$ cat src/rtl/reflet_vga_rect_fill_pkg.sv
// reflet_vga_rect_fill_pkg: framebuffer geometry, register map and FSM encoding for the rect-fill engine.
package reflet_vga_rect_fill_pkg;
  localparam int FB_WIDTH = 160;
  localparam int FB_HEIGHT = 120;
  localparam logic [2:0] REG_X = 3'd0;
  localparam logic [2:0] REG_Y = 3'd1;
  localparam logic [2:0] REG_W = 3'd2;
  localparam logic [2:0] REG_H = 3'd3;
  localparam logic [2:0] REG_COLOR = 3'd4;
  localparam logic [2:0] REG_CTRL = 3'd5;
  localparam int CTRL_START_BIT = 0;
  localparam int STATUS_DONE_BIT = 1;
  typedef enum logic {IDLE = 1'b0, FILL = 1'b1} state_t;
endpackage

$ cat src/rtl/reflet_vga_rect_fill_if.sv
// reflet_vga_rect_fill_if: CPU byte bus plus framebuffer pixel write port of the rect-fill engine.
interface reflet_vga_rect_fill_if #(parameter int AW = 16);
  logic enable;
  logic [AW-1:0] addr;
  logic [7:0] data_in;
  logic [7:0] data_out;
  logic write_en;
  logic px_we;
  logic [7:0] px_h;
  logic [6:0] px_v;
  logic [5:0] px_color;
  logic busy;
  modport master (output enable, addr, data_in, write_en, input data_out, px_we, px_h, px_v, px_color, busy);
  modport slave (input enable, addr, data_in, write_en, output data_out, px_we, px_h, px_v, px_color, busy);
endinterface

$ cat src/rtl/reflet_rw_register.sv
// reflet_rw_register: plain read/write register cell with synchronous reset to zero.
module reflet_rw_register #(parameter int W = 8) (
  input  logic         clk,
  input  logic         reset,
  input  logic         i_we,
  input  logic [W-1:0] i_d,
  output logic [W-1:0] o_q
);
  logic [W-1:0] r_q;
  always_ff @(posedge clk) r_q <= reset ? '0 : i_we ? i_d : r_q;
  assign o_q = r_q;
endmodule

$ cat src/rtl/reflet_vga_fill_scan.sv
// reflet_vga_fill_scan: row-major column/row walker over [x0,x_end) x [y0,y_end); o_last flags the final pixel.
module reflet_vga_fill_scan (
  input  logic       clk,
  input  logic       reset,
  input  logic       i_load,
  input  logic       i_step,
  input  logic [7:0] i_x0,
  input  logic [6:0] i_y0,
  input  logic [8:0] i_x_end,
  input  logic [8:0] i_y_end,
  output logic [7:0] o_col,
  output logic [6:0] o_row,
  output logic       o_last
);
  logic [7:0] r_col, r_x0;
  logic [6:0] r_row;
  logic [8:0] r_x_end, r_y_end;
  logic w_col_last;
  assign w_col_last = ({1'b0, r_col} + 9'd1) == r_x_end;
  assign o_last = w_col_last && (({2'b0, r_row} + 9'd1) == r_y_end);
  assign o_col = r_col;
  assign o_row = r_row;
  always_ff @(posedge clk)
    if (reset) begin
      r_col <= '0;
      r_row <= '0;
      r_x0 <= '0;
      r_x_end <= '0;
      r_y_end <= '0;
    end else if (i_load) begin
      r_col <= i_x0;
      r_row <= i_y0;
      r_x0 <= i_x0;
      r_x_end <= i_x_end;
      r_y_end <= i_y_end;
    end else if (i_step) begin
      r_col <= w_col_last ? r_x0 : r_col + 8'd1;
      r_row <= w_col_last ? r_row + 7'd1 : r_row;
    end
endmodule

$ cat src/rtl/reflet_vga_rect_fill.sv
// reflet_vga_rect_fill: bus-programmed rectangle fill emitting one clipped framebuffer pixel write per clock.
module reflet_vga_rect_fill
  import reflet_vga_rect_fill_pkg::*;
#(
  parameter int base_addr_size = 16,
  parameter logic [base_addr_size-1:0] base_addr = 16'hFF28,
  parameter int fb_width = FB_WIDTH,
  parameter int fb_height = FB_HEIGHT
) (
  input logic clk,
  input logic reset,
  reflet_vga_rect_fill_if.slave bus
);
  state_t r_state;
  logic r_busy, r_done;
  logic [5:0] r_color;
  logic [base_addr_size-1:0] w_off;
  logic w_sel, w_wr, w_start, w_empty, w_last;
  logic [7:0] w_reg [4];
  logic [5:0] w_color;
  logic [8:0] w_x_sum, w_y_sum, w_x_end, w_y_end;
  logic [7:0] w_col;
  logic [6:0] w_row;
  assign w_off = bus.addr - base_addr;
  assign w_sel = bus.enable && (w_off < base_addr_size'(6));
  assign w_wr = w_sel && bus.write_en;
  genvar g;
  for (g = 0; g < 4; g++) begin : g_reg
    reflet_rw_register #(.W(8)) u_reg (
      .clk(clk), .reset(reset), .i_we(w_wr && w_off[2:0] == 3'(g)), .i_d(bus.data_in), .o_q(w_reg[g])
    );
  end
  reflet_rw_register #(.W(6)) u_color (
    .clk(clk), .reset(reset), .i_we(w_wr && w_off[2:0] == REG_COLOR), .i_d(bus.data_in[5:0]), .o_q(w_color)
  );
  // Sums are 9 bits wide so an origin near 255 plus a width cannot wrap into low columns.
  assign w_x_sum = {1'b0, w_reg[REG_X[1:0]]} + {1'b0, w_reg[REG_W[1:0]]};
  assign w_y_sum = {1'b0, w_reg[REG_Y[1:0]]} + {1'b0, w_reg[REG_H[1:0]]};
  assign w_x_end = w_x_sum > 9'(fb_width) ? 9'(fb_width) : w_x_sum;
  assign w_y_end = w_y_sum > 9'(fb_height) ? 9'(fb_height) : w_y_sum;
  assign w_empty = w_reg[REG_W[1:0]] == 8'd0 || w_reg[REG_H[1:0]] == 8'd0
                || {1'b0, w_reg[REG_X[1:0]]} >= 9'(fb_width) || {1'b0, w_reg[REG_Y[1:0]]} >= 9'(fb_height);
  assign w_start = w_wr && w_off[2:0] == REG_CTRL && bus.data_in[CTRL_START_BIT] && r_state == IDLE;
  reflet_vga_fill_scan u_scan (
    .clk(clk), .reset(reset), .i_load(w_start && !w_empty), .i_step(r_state == FILL && !w_last),
    .i_x0(w_reg[REG_X[1:0]]), .i_y0(w_reg[REG_Y[1:0]][6:0]), .i_x_end(w_x_end), .i_y_end(w_y_end),
    .o_col(w_col), .o_row(w_row), .o_last(w_last)
  );
  always_ff @(posedge clk)
    if (reset) begin
      r_state <= IDLE;
      r_busy <= 1'b0;
      r_done <= 1'b0;
      r_color <= '0;
    end else if (r_state == IDLE) begin
      if (w_start) begin
        r_done <= w_empty;
        r_state <= w_empty ? IDLE : FILL;
        r_busy <= !w_empty;
        r_color <= w_empty ? r_color : w_color;
      end
    end else if (w_last) begin
      r_state <= IDLE;
      r_busy <= 1'b0;
      r_done <= 1'b1;
    end
  assign bus.data_out = !w_sel ? 8'h00
                      : w_off[2:0] == REG_CTRL ? {6'b0, r_done, r_busy}
                      : w_off[2:0] == REG_COLOR ? {2'b0, w_color}
                      : w_reg[w_off[1:0]];
  assign bus.px_we = r_busy;
  assign bus.busy = r_busy;
  assign bus.px_h = w_col;
  assign bus.px_v = w_row;
  assign bus.px_color = r_color;
endmodule

$ cat src/flat_wrapper.sv
// flat-port wrapper written by rule: the top's interface ports become plain ports
module reflet_vga_rect_fill_flat import reflet_vga_rect_fill_pkg::*;
#(
  parameter int base_addr_size = 16,
  parameter logic [base_addr_size-1:0] base_addr = 16'hFF28,
  parameter int fb_width = FB_WIDTH,
  parameter int fb_height = FB_HEIGHT
)
  (clk, reset, bus_enable, bus_addr, bus_data_in, bus_write_en, bus_data_out, bus_px_we, bus_px_h, bus_px_v, bus_px_color, bus_busy);
  reflet_vga_rect_fill_if bus_i ();
  input logic clk;
  input logic reset;
  input wire logic [$bits(bus_i.enable)-1:0] bus_enable;
  input wire logic [$bits(bus_i.addr)-1:0] bus_addr;
  input wire logic [$bits(bus_i.data_in)-1:0] bus_data_in;
  input wire logic [$bits(bus_i.write_en)-1:0] bus_write_en;
  output wire logic [$bits(bus_i.data_out)-1:0] bus_data_out;
  output wire logic [$bits(bus_i.px_we)-1:0] bus_px_we;
  output wire logic [$bits(bus_i.px_h)-1:0] bus_px_h;
  output wire logic [$bits(bus_i.px_v)-1:0] bus_px_v;
  output wire logic [$bits(bus_i.px_color)-1:0] bus_px_color;
  output wire logic [$bits(bus_i.busy)-1:0] bus_busy;
  assign bus_i.enable = bus_enable;
  assign bus_i.addr = bus_addr;
  assign bus_i.data_in = bus_data_in;
  assign bus_i.write_en = bus_write_en;
  assign bus_data_out = bus_i.data_out;
  assign bus_px_we = bus_i.px_we;
  assign bus_px_h = bus_i.px_h;
  assign bus_px_v = bus_i.px_v;
  assign bus_px_color = bus_i.px_color;
  assign bus_busy = bus_i.busy;
  reflet_vga_rect_fill #(.base_addr_size(base_addr_size), .base_addr(base_addr), .fb_width(fb_width), .fb_height(fb_height)) u_core (.clk(clk), .reset(reset), .bus(bus_i));
endmodule
$ cat config.mk
export PLATFORM = sky130hd
export DESIGN_NAME = reflet_vga_rect_fill_flat
export DESIGN_NICKNAME = d
export VERILOG_FILES = /design/src/rtl/reflet_vga_rect_fill_pkg.sv /design/src/rtl/reflet_vga_rect_fill_if.sv /design/src/rtl/reflet_rw_register.sv /design/src/rtl/reflet_vga_fill_scan.sv /design/src/rtl/reflet_vga_rect_fill.sv /design/src/flat_wrapper.sv
export SDC_FILE = /design/constraint.sdc
export NUM_CORES = 1
export LEC_CHECK = 0
export ABC_CLOCK_PERIOD_IN_PS = 2400
export BUFFER_PORTS_ARGS = -buffer_cell sky130_fd_sc_hd__buf_2
export CAP_MARGIN = 5
export CORE_MARGIN = 2
export CORE_UTILIZATION = 55
export CTS_BUF_LIST = sky130_fd_sc_hd__clkbuf_8
export DETAILED_ROUTE_END_ITERATION = 16
export PLACE_DENSITY = 0.79
export SLEW_MARGIN = 10
export SYNTH_ARGS = -nofsm -noshare
export SYNTH_HDL_FRONTEND = slang
export SYNTH_SLANG_ARGS = --single-unit
$ cat constraint.sdc
create_clock -name clk -period 2.4 [get_ports clk]
set_input_delay 0.12 -clock clk [delete_from_list [all_inputs] [get_ports clk]]
set_output_delay 0.12 -clock clk [all_outputs]
set_load 0.01 [all_outputs]
==> results of run 1 <==
==> metrics by stage <==
step                      std cells  hold WS, ps
after global routing            904          105
after CTS                       899         66.2
after floorplan                 635          264
final                           904         85.3
after global placement          881          432
after detailed placement        881          445
==> Yosys cell counts, types with 5 or more instances <==
master / n
sky130_fd_sc_hd__dfxtp_1: 88
sky130_fd_sc_hd__nand2_1: 71
sky130_fd_sc_hd__nor2_1: 69
sky130_fd_sc_hd__mux2i_1: 49
sky130_fd_sc_hd__a21oi_1: 33
sky130_fd_sc_hd__o21ai_0: 26
sky130_fd_sc_hd__inv_1: 23
sky130_fd_sc_hd__clkbuf_1: 21
sky130_fd_sc_hd__ha_1: 19
sky130_fd_sc_hd__nand3_1: 16
sky130_fd_sc_hd__xnor2_1: 12
sky130_fd_sc_hd__xor2_1: 12
sky130_fd_sc_hd__buf_2: 10
sky130_fd_sc_hd__or3_1: 10
sky130_fd_sc_hd__a211oi_1: 9
sky130_fd_sc_hd__nor2b_1: 9
sky130_fd_sc_hd__a221o_1: 8
sky130_fd_sc_hd__nor3_1: 8
sky130_fd_sc_hd__and3_1: 7
sky130_fd_sc_hd__o21a_1: 7
sky130_fd_sc_hd__a311oi_1: 6
sky130_fd_sc_hd__a211o_1: 5
sky130_fd_sc_hd__a31oi_1: 5
sky130_fd_sc_hd__and4_1: 5
sky130_fd_sc_hd__nand2b_1: 5
sky130_fd_sc_hd__nand4b_1: 5
sky130_fd_sc_hd__nor4_1: 5
sky130_fd_sc_hd__o211a_1: 5
sky130_fd_sc_hd__o21ai_1: 5
sky130_fd_sc_hd__o21bai_1: 5
sky130_fd_sc_hd__o311ai_0: 5
sky130_fd_sc_hd__o31ai_1: 5
==> worst min path at each step <==
stage                     slack, ps             startpoint  cells after the start                      endpoint
after floorplan                 260         bus_data_in[0]                      2  u_core.g_reg[1].u_reg.o_q[0]
after global placement          430         bus_data_in[7]                      3  u_core.g_reg[2].u_reg.o_q[7]
after detailed placement        450  u_core.u_scan.r_x0[1]                      2         u_core.u_scan.r_x0[1]
after CTS                        70         bus_data_in[6]                      3  u_core.g_reg[3].u_reg.o_q[6]
after global routing            110         bus_data_in[7]                      3  u_core.g_reg[2].u_reg.o_q[7]
final                            90         bus_data_in[6]                      3  u_core.g_reg[1].u_reg.o_q[6]
==> layout make-up <==
class                      count  area, µm²
inverter                      23       86.3
timing repair buffer         159       1070
sequential                    88       1780
multi-input combinational    489       3670
clock buffer                  10        138
clock inverter                 6       61.3
fill                         654       2350
tap                          129        161
==> cell families (layout without fill, tap and decap cells) <==
family,count (synthesis),count (layout),synth area share (%)
AOI/OAI and AO/OA,150,150,19.7
and+or+nand+nor,241,241,22.6
adders and majority gates,21,21,5.21
muxes,53,53,10.9
xor gates and xnor gates,24,24,3.94
DFF,88,88,33.0
buffers and inverters,58,198,4.67
==> report_power, final <==
group	switching (W)	leakage (nW)	internal, W
Sequential	0.00000000405	0.715	0.00146
Clock	0.000539	0.102	0.000506
Combinational	0.0000971	2.20	0.0000576
==> worst max-delay path, stage by stage, from the launching register on <==
cell and delay, ps:
sky130_fd_sc_hd__dfxtp_2 340, sky130_fd_sc_hd__ha_4 160, sky130_fd_sc_hd__inv_2 60, sky130_fd_sc_hd__fa_2 200, sky130_fd_sc_hd__nor2b_1 50, sky130_fd_sc_hd__o21ai_2 140, sky130_fd_sc_hd__a21boi_2 80, sky130_fd_sc_hd__or4bb_1 500
sky130_fd_sc_hd__a211o_1 280, sky130_fd_sc_hd__or4_4 500, sky130_fd_sc_hd__o21ai_1 130
==> repair_timing <==
item,CTS,global route
setup buffers,2,5
pin swaps,17,26
gates resized for setup,21,46
setup endpoints to repair,23,31
endpoints found under the hold margin,0,0
==> registers in the layout, summed over array words and instances (netlist names) <==
name                   flops
u_core.g.u_reg.o_q        32
u_core.u_scan.r_x_end      9
u_core.u_scan.r_y_end      9
u_core.u_scan.o_col        8
u_core.u_scan.r_x0         8
u_core.u_scan.o_row        7
u_core.bus.px_color        6
u_core.u_color.o_q         6
u_core.bus.busy            1
u_core.r_done              1
u_core.r_state             1
==> per-layer routing <==
metal	GRT usage (%)	vias up
li1	-	2576
met1	41.4	2647
met2	51.0	236
met3	5.95	61
met4	16.6	0
met5	0	-
==> impl_metrics.prom, run 1 <==
# TYPE chip_impl_metric gauge
chip_impl_info{name="status",value="complete, but fails checks"} 1
chip_impl_info{name="failed_checks",value="setup timing"} 1
chip_impl_metric{name="reg2reg_path_depth",unit=""} 10
chip_impl_metric{name="worst-endpoint-arrival",unit="ps"} 2810
chip_impl_metric{name="ant_diodes",unit=""} 0
chip_impl_metric{name="cts.hold.buffers_added",unit=""} 0
chip_impl_metric{name="p_leak",unit="nW"} 3.02
chip_impl_metric{name="grt_pass1_wl",unit="mm"} 26.2
chip_impl_info{name="crit-reg2reg-capture",value="u_core.u_scan.r_y_end[0]"} 1
chip_impl_metric{name="drc",unit=""} 0
chip_impl_info{name="yosys-top-cells-area",value="sky130_fd_sc_hd__dfxtp_1, sky130_fd_sc_hd__mux2i_1, sky130_fd_sc_hd__nand2_1"} 1
chip_impl_metric{name="cts-buffers-inserted",unit=""} 9
chip_impl_info{name="yosys_most_used_dff",value="sky130_fd_sc_hd__dfxtp_1"} 1
chip_impl_info{name="layout_common_cells",value="sky130_fd_sc_hd__buf_4, sky130_fd_sc_hd__dfxtp_1, sky130_fd_sc_hd__nand2_1, sky130_fd_sc_hd__nor2_1, sky130_fd_sc_hd__buf_2"} 1
chip_impl_metric{name="postLayoutSetupSlackWorst",unit="ps"} -93.8
chip_impl_metric{name="final-hold-violation-count",unit=""} 0
chip_impl_info{name="rr_startpoint",value="u_core.g_reg[3].u_reg.o_q[0]"} 1
chip_impl_metric{name="drt-total-wl",unit="mm"} 16.8
chip_impl_info{name="tritoncts",value="yes"} 1
chip_impl_metric{name="met3_length",unit="mm"} 1.15
chip_impl_metric{name="finalClockSkew",unit="ps"} 19.1
chip_impl_info{name="final_common_cell",value="sky130_fd_sc_hd__buf_4"} 1
chip_impl_info{name="hold_path.class",value="input port to register"} 1
chip_impl_metric{name="yosysTopAreaCellShare",unit="%"} 33.0
chip_impl_metric{name="synth.yosys.warnings",unit=""} 0
chip_impl_metric{name="yosysUniqueCellTypes",unit=""} 73
chip_impl_metric{name="final_util",unit="%"} 74.8
chip_impl_metric{name="die_area",unit="µm²"} 10500
chip_impl_metric{name="dp_hpwl",unit="mm"} 11.9
chip_impl_metric{name="drt-pass1-iter-count",unit=""} 5
chip_impl_metric{name="port_buffers",unit=""} 58
chip_impl_info{name="worstSetupEndpointType",value="register"} 1
chip_impl_metric{name="postPlaceCellArea",unit="µm²"} 6420
chip_impl_metric{name="worst_vdd_ir",unit="mV"} 0.303
chip_impl_metric{name="clk_pin_slew",unit="ps"} 100
chip_impl_metric{name="worst-slew-pin-transition",unit="ps"} 964
chip_impl_metric{name="initial_core_util",unit="%"} 57.2
chip_impl_metric{name="tritoncts_num_sinks",unit=""} 88
chip_impl_metric{name="achievable_clock_frequency",unit="MHz"} 401
chip_impl_metric{name="layout_min_cycle_time",unit="ps"} 2490
chip_impl_metric{name="critPathMaxFanout",unit=""} 3
chip_impl_metric{name="grt_max_degree",unit=""} 40
chip_impl_metric{name="core_region_area",unit="µm²"} 9330
chip_impl_metric{name="post_syn_nets",unit=""} 684
chip_impl_metric{name="antenna_violating_nets_left",unit=""} 0
chip_impl_info{name="critical_path.startpoint_type",value="register"} 1
chip_impl_metric{name="floorplan.die.width",unit="µm"} 102
chip_impl_metric{name="flow.area_growth_from_synthesis",unit="%"} 30.8
chip_impl_metric{name="detailroute.via_count",unit=""} 5520
chip_impl_metric{name="global_route.overflow_total",unit=""} 0
chip_impl_metric{name="grt_util_all_layers",unit="%"} 32.0
chip_impl_metric{name="replace_congestion",unit=""} 0.933
chip_impl_metric{name="final.setup.tns",unit="ps"} -477
chip_impl_metric{name="route.detailed.wl_per_inst",unit="µm"} 18.5
chip_impl_metric{name="met1Wirelength",unit="mm"} 6.73
chip_impl_metric{name="io_pins",unit=""} 59
chip_impl_metric{name="worst_skew_pair.late_latency",unit="ps"} 370
chip_impl_metric{name="htree_num_levels",unit=""} 3
chip_impl_metric{name="post_synth_instance_area",unit="µm²"} 5330
chip_impl_metric{name="finalCritPeriodShare",unit="%"} 104
chip_impl_metric{name="detailedRoute.firstIterationViolations",unit=""} 366
chip_impl_metric{name="die_y",unit="µm"} 102
chip_impl_info{name="highest-signal-layer",value="met4"} 1
chip_impl_metric{name="async_flop_share",unit="%"} 0
chip_impl_metric{name="rrSetupSlack",unit="ps"} -90
chip_impl_metric{name="floorplan.rows",unit=""} 35
chip_impl_info{name="worst_setup_path_startpoint",value="u_core.g_reg[3].u_reg.o_q[0]"} 1
chip_impl_info{name="clock-root-buffer",value="sky130_fd_sc_hd__clkbuf_8"} 1
chip_impl_metric{name="drive_gt1_share",unit="%"} 32.9
chip_impl_info{name="synth_top_area_cell",value="sky130_fd_sc_hd__dfxtp_1"} 1
chip_impl_metric{name="final_nets",unit=""} 819
chip_impl_metric{name="first_global_vias",unit=""} 5324
chip_impl_metric{name="met2RoutedLength",unit="mm"} 8.12
chip_impl_metric{name="fin_area",unit="µm²"} 6970
chip_impl_metric{name="p_total",unit="W"} 0.00266
chip_impl_metric{name="syn_avg_cell_area",unit="µm²"} 8.40
chip_impl_metric{name="postSynthCellCount",unit=""} 635
chip_impl_metric{name="number_of_antenna_violations_at_the_first_check_in_global_routing",unit=""} 0
chip_impl_metric{name="final-max-slew-violation-count",unit=""} 0
chip_impl_metric{name="synth_edf_count",unit=""} 0
chip_impl_metric{name="timing.slew.headroom",unit="%"} 35.5
chip_impl_metric{name="worst-endpoint-required",unit="ps"} 2710
chip_impl_info{name="unrepaired_setup_endpoints_after_global_routing",value="true"} 1
chip_impl_info{name="crit_end",value="u_core.u_scan.r_y_end[0]"} 1
chip_impl_metric{name="cap_violations",unit=""} 0
chip_impl_info{name="worst-setup-path-type",value="register to register"} 1
chip_impl_metric{name="synth-seq-cells",unit=""} 88
chip_impl_metric{name="detailedPlace.worstSlack",unit="ps"} -156
chip_impl_metric{name="yosysSeqAreaShare",unit="%"} 33.0
chip_impl_metric{name="max-clock-path-buffers",unit=""} 2
chip_impl_metric{name="report.final.setup_viol",unit=""} 11
chip_impl_metric{name="post_drt_via_cell_ratio",unit=""} 6.11
chip_impl_metric{name="power.density",unit="nW/µm²"} 381
Note: power is estimated with default switching activity, not from simulation.
==> inputs of run 2 (changes only) <==
- RECOVER_POWER: default -> 100
==> run 2 against run 1 <==
The flow still finishes with violations (setup timing). Critical path depth did not move. Combinational power barely moved. Routed wire length rose by 0.37%. Count of clock-buffer cells in the layout did not move. Global-route usage did not move. Critical path type unchanged. Die area did not move. Sequential cell count did not move. Sequential power barely moved.
==> impl_metrics.prom, run 2 (synthesized netlist as in run 1, its figures left out) <==
# TYPE chip_impl_metric gauge
chip_impl_metric{name="drt-pass1-iter-count",unit=""} 5
chip_impl_metric{name="cap_violations",unit=""} 0
chip_impl_info{name="worst_setup_path_startpoint",value="u_core.g_reg[3].u_reg.o_q[0]"} 1
chip_impl_metric{name="p_leak",unit="nW"} 2.98
chip_impl_metric{name="timing.slew.headroom",unit="%"} 35.8
chip_impl_metric{name="max-clock-path-buffers",unit=""} 2
chip_impl_metric{name="fin_area",unit="µm²"} 6960
chip_impl_metric{name="detailedRoute.firstIterationViolations",unit=""} 415
chip_impl_metric{name="route.detailed.wl_per_inst",unit="µm"} 18.6
chip_impl_info{name="worst_path_dominant_cell_family",value="simple AND/OR/NAND/NOR gates"} 1
chip_impl_metric{name="core_region_area",unit="µm²"} 9330
chip_impl_metric{name="power.density",unit="nW/µm²"} 382
chip_impl_metric{name="drc",unit=""} 0
chip_impl_info{name="hold_start",value="bus_data_in[6]"} 1
chip_impl_metric{name="flow.area_growth_from_synthesis",unit="%"} 30.6
chip_impl_metric{name="worst_skew_pair.late_latency",unit="ps"} 370
chip_impl_info{name="cp_cell_sequence",value="ha_4 -> inv_2 -> fa_2 -> nor2b_1 -> o21ai_2 -> a21boi_2 -> or4bb_1 -> a211o_1 -> or4_4 -> o21ai_1"} 1
chip_impl_metric{name="final-max-slew-violation-count",unit=""} 0
chip_impl_metric{name="grt_util_all_layers",unit="%"} 32.0
chip_impl_metric{name="grt_max_degree",unit=""} 40
chip_impl_info{name="worstSetupEndpointType",value="register"} 1
chip_impl_metric{name="finalClockSkew",unit="ps"} 19.4
chip_impl_metric{name="die_area",unit="µm²"} 10500
chip_impl_metric{name="port_buffers",unit=""} 58
chip_impl_metric{name="clk_pin_slew",unit="ps"} 100
chip_impl_metric{name="number_of_antenna_violations_at_the_first_check_in_global_routing",unit=""} 0
chip_impl_metric{name="tritoncts_num_sinks",unit=""} 88
chip_impl_metric{name="ant_diodes",unit=""} 0
chip_impl_metric{name="post_drt_via_cell_ratio",unit=""} 6.13
chip_impl_metric{name="final-hold-violation-count",unit=""} 0
chip_impl_info{name="critical_path.startpoint_type",value="register"} 1
chip_impl_metric{name="final_nets",unit=""} 819
chip_impl_metric{name="io_pins",unit=""} 59
chip_impl_metric{name="final_util",unit="%"} 74.6
chip_impl_metric{name="global_route.overflow_total",unit=""} 0
chip_impl_info{name="final_common_cell",value="sky130_fd_sc_hd__buf_4"} 1
chip_impl_info{name="rr_startpoint",value="u_core.g_reg[3].u_reg.o_q[0]"} 1
chip_impl_metric{name="max_reg_flops",unit=""} 32
chip_impl_metric{name="htree_num_levels",unit=""} 3
chip_impl_metric{name="critical_path.max_stage_delay",unit="ps"} 500
chip_impl_metric{name="achievable_clock_frequency",unit="MHz"} 401
chip_impl_metric{name="worst-slew-pin-transition",unit="ps"} 960
chip_impl_metric{name="floorplan.die.width",unit="µm"} 102
chip_impl_metric{name="final.fill_count",unit=""} 658
chip_impl_metric{name="initial_core_util",unit="%"} 57.2
chip_impl_info{name="worst-setup-path-type",value="register to register"} 1
chip_impl_metric{name="layout_min_cycle_time",unit="ps"} 2490
chip_impl_metric{name="floorplan.rows",unit=""} 35
chip_impl_metric{name="dp_hpwl",unit="mm"} 11.9
chip_impl_metric{name="die_y",unit="µm"} 102
chip_impl_info{name="hold_path.class",value="input port to register"} 1
chip_impl_info{name="layout_common_cells",value="sky130_fd_sc_hd__buf_4, sky130_fd_sc_hd__dfxtp_1, sky130_fd_sc_hd__nand2_1, sky130_fd_sc_hd__nor2_1, sky130_fd_sc_hd__buf_2"} 1
chip_impl_metric{name="drt-total-wl",unit="mm"} 16.8
chip_impl_info{name="unrepaired_setup_endpoints_after_global_routing",value="true"} 1
chip_impl_metric{name="postLayoutSetupSlackWorst",unit="ps"} -93.6
chip_impl_metric{name="finalCritPeriodShare",unit="%"} 104
chip_impl_metric{name="worst_vdd_ir",unit="mV"} 0.303
chip_impl_info{name="clock-root-buffer",value="sky130_fd_sc_hd__clkbuf_8"} 1
chip_impl_info{name="slowest_cell_on_crit_path",value="sky130_fd_sc_hd__or4bb_1"} 1
chip_impl_metric{name="worst-endpoint-required",unit="ps"} 2710
chip_impl_metric{name="antenna_violating_nets_left",unit=""} 0
chip_impl_metric{name="report.final.setup_viol",unit=""} 9
chip_impl_metric{name="cts-buffers-inserted",unit=""} 9
chip_impl_info{name="failed_checks",value="setup timing"} 1
chip_impl_metric{name="first_global_vias",unit=""} 5324
chip_impl_metric{name="postPlaceCellArea",unit="µm²"} 6420
chip_impl_metric{name="final.setup.tns",unit="ps"} -395
chip_impl_info{name="status",value="complete, but fails checks"} 1
chip_impl_metric{name="detailroute.via_count",unit=""} 5545
chip_impl_metric{name="worst-endpoint-arrival",unit="ps"} 2810
chip_impl_metric{name="grt_pass1_wl",unit="mm"} 26.2
chip_impl_metric{name="drive_gt1_share",unit="%"} 31.9
chip_impl_metric{name="path_buf_inv",unit=""} 1
chip_impl_metric{name="detailedPlace.worstSlack",unit="ps"} -156
chip_impl_metric{name="critPathMaxFanout",unit=""} 3
chip_impl_info{name="tritoncts",value="yes"} 1
chip_impl_metric{name="replace_congestion",unit=""} 0.933
[run 2: final cells by class]
cell class / count / area [µm²] / area share (%)
clock buffer: 10 / 138 / 1.98
clock inverter: 6 / 61.3 / 0.881
inverter: 23 / 86.3 / 1.24
multi-input combinational: 489 / 3670 / 52.7
sequential: 88 / 1780 / 25.6
tap: 129 / 161 / 2.32
timing repair buffer: 159 / 1060 / 15.3
[run 2: layer usage]
| metal | vias to the layer above | wire length (µm) | global-route usage [%] |
|---|---|---|---|
| met4 | 0 | 675 | 16.6 |
| li1 | 2578 | - | - |
| met2 | 261 | 8140 | 51.0 |
| met3 | 51 | 1220 | 5.95 |
| met1 | 2655 | 6780 | 41.4 |
| met5 | - | 0 | 0 |
[run 2: report_power, final]
| part | internal [W] | switching, W | total, W |
|---|---|---|---|
| registers | 0.00146 | 0.00000000404 | 0.00146 |
| logic | 0.0000576 | 0.0000973 | 0.000155 |
| clock network | 0.000506 | 0.000543 | 0.00105 |
[run 2: worst reg2reg max path: stages, from the launching register on]
cell,delay [ps]
sky130_fd_sc_hd__dfxtp_2,340
sky130_fd_sc_hd__ha_4,160
sky130_fd_sc_hd__inv_2,60
sky130_fd_sc_hd__fa_2,200
sky130_fd_sc_hd__nor2b_1,50
sky130_fd_sc_hd__o21ai_2,140
sky130_fd_sc_hd__a21boi_2,80
sky130_fd_sc_hd__or4bb_1,500
sky130_fd_sc_hd__a211o_1,280
sky130_fd_sc_hd__or4_4,500
sky130_fd_sc_hd__o21ai_1,130
[run 2: final timing paths]
check	to	slack, ps	cells past startpoint
worst min register to register	u_core.u_scan.r_x0[2]	460	2
worst min-delay path	u_core.g_reg[1].u_reg.o_q[6]	80	3
worst max register to register	u_core.u_scan.r_y_end[0]	-90	10
worst max-delay path	u_core.u_scan.r_y_end[0]	-90	10
[run 2: timing repair]
| item | CTS | global route |
|---|---|---|
| pin swaps | 17 | 26 |
| gates resized for setup | 21 | 46 |
| setup buffers | 2 | 5 |
| hold buffers | 0 | 0 |
| endpoints found under the setup margin | 23 | 31 |
[run 2: through the flow]
stage	cells	power, W	hold WS, ps
finish	904	0.00266	83.7
floorplan	635	0.00156	264
detailed placement	881	0.00163	445
global placement	881	0.00163	432
CTS	899	0.00266	66.2
global route	904	0.00273	105
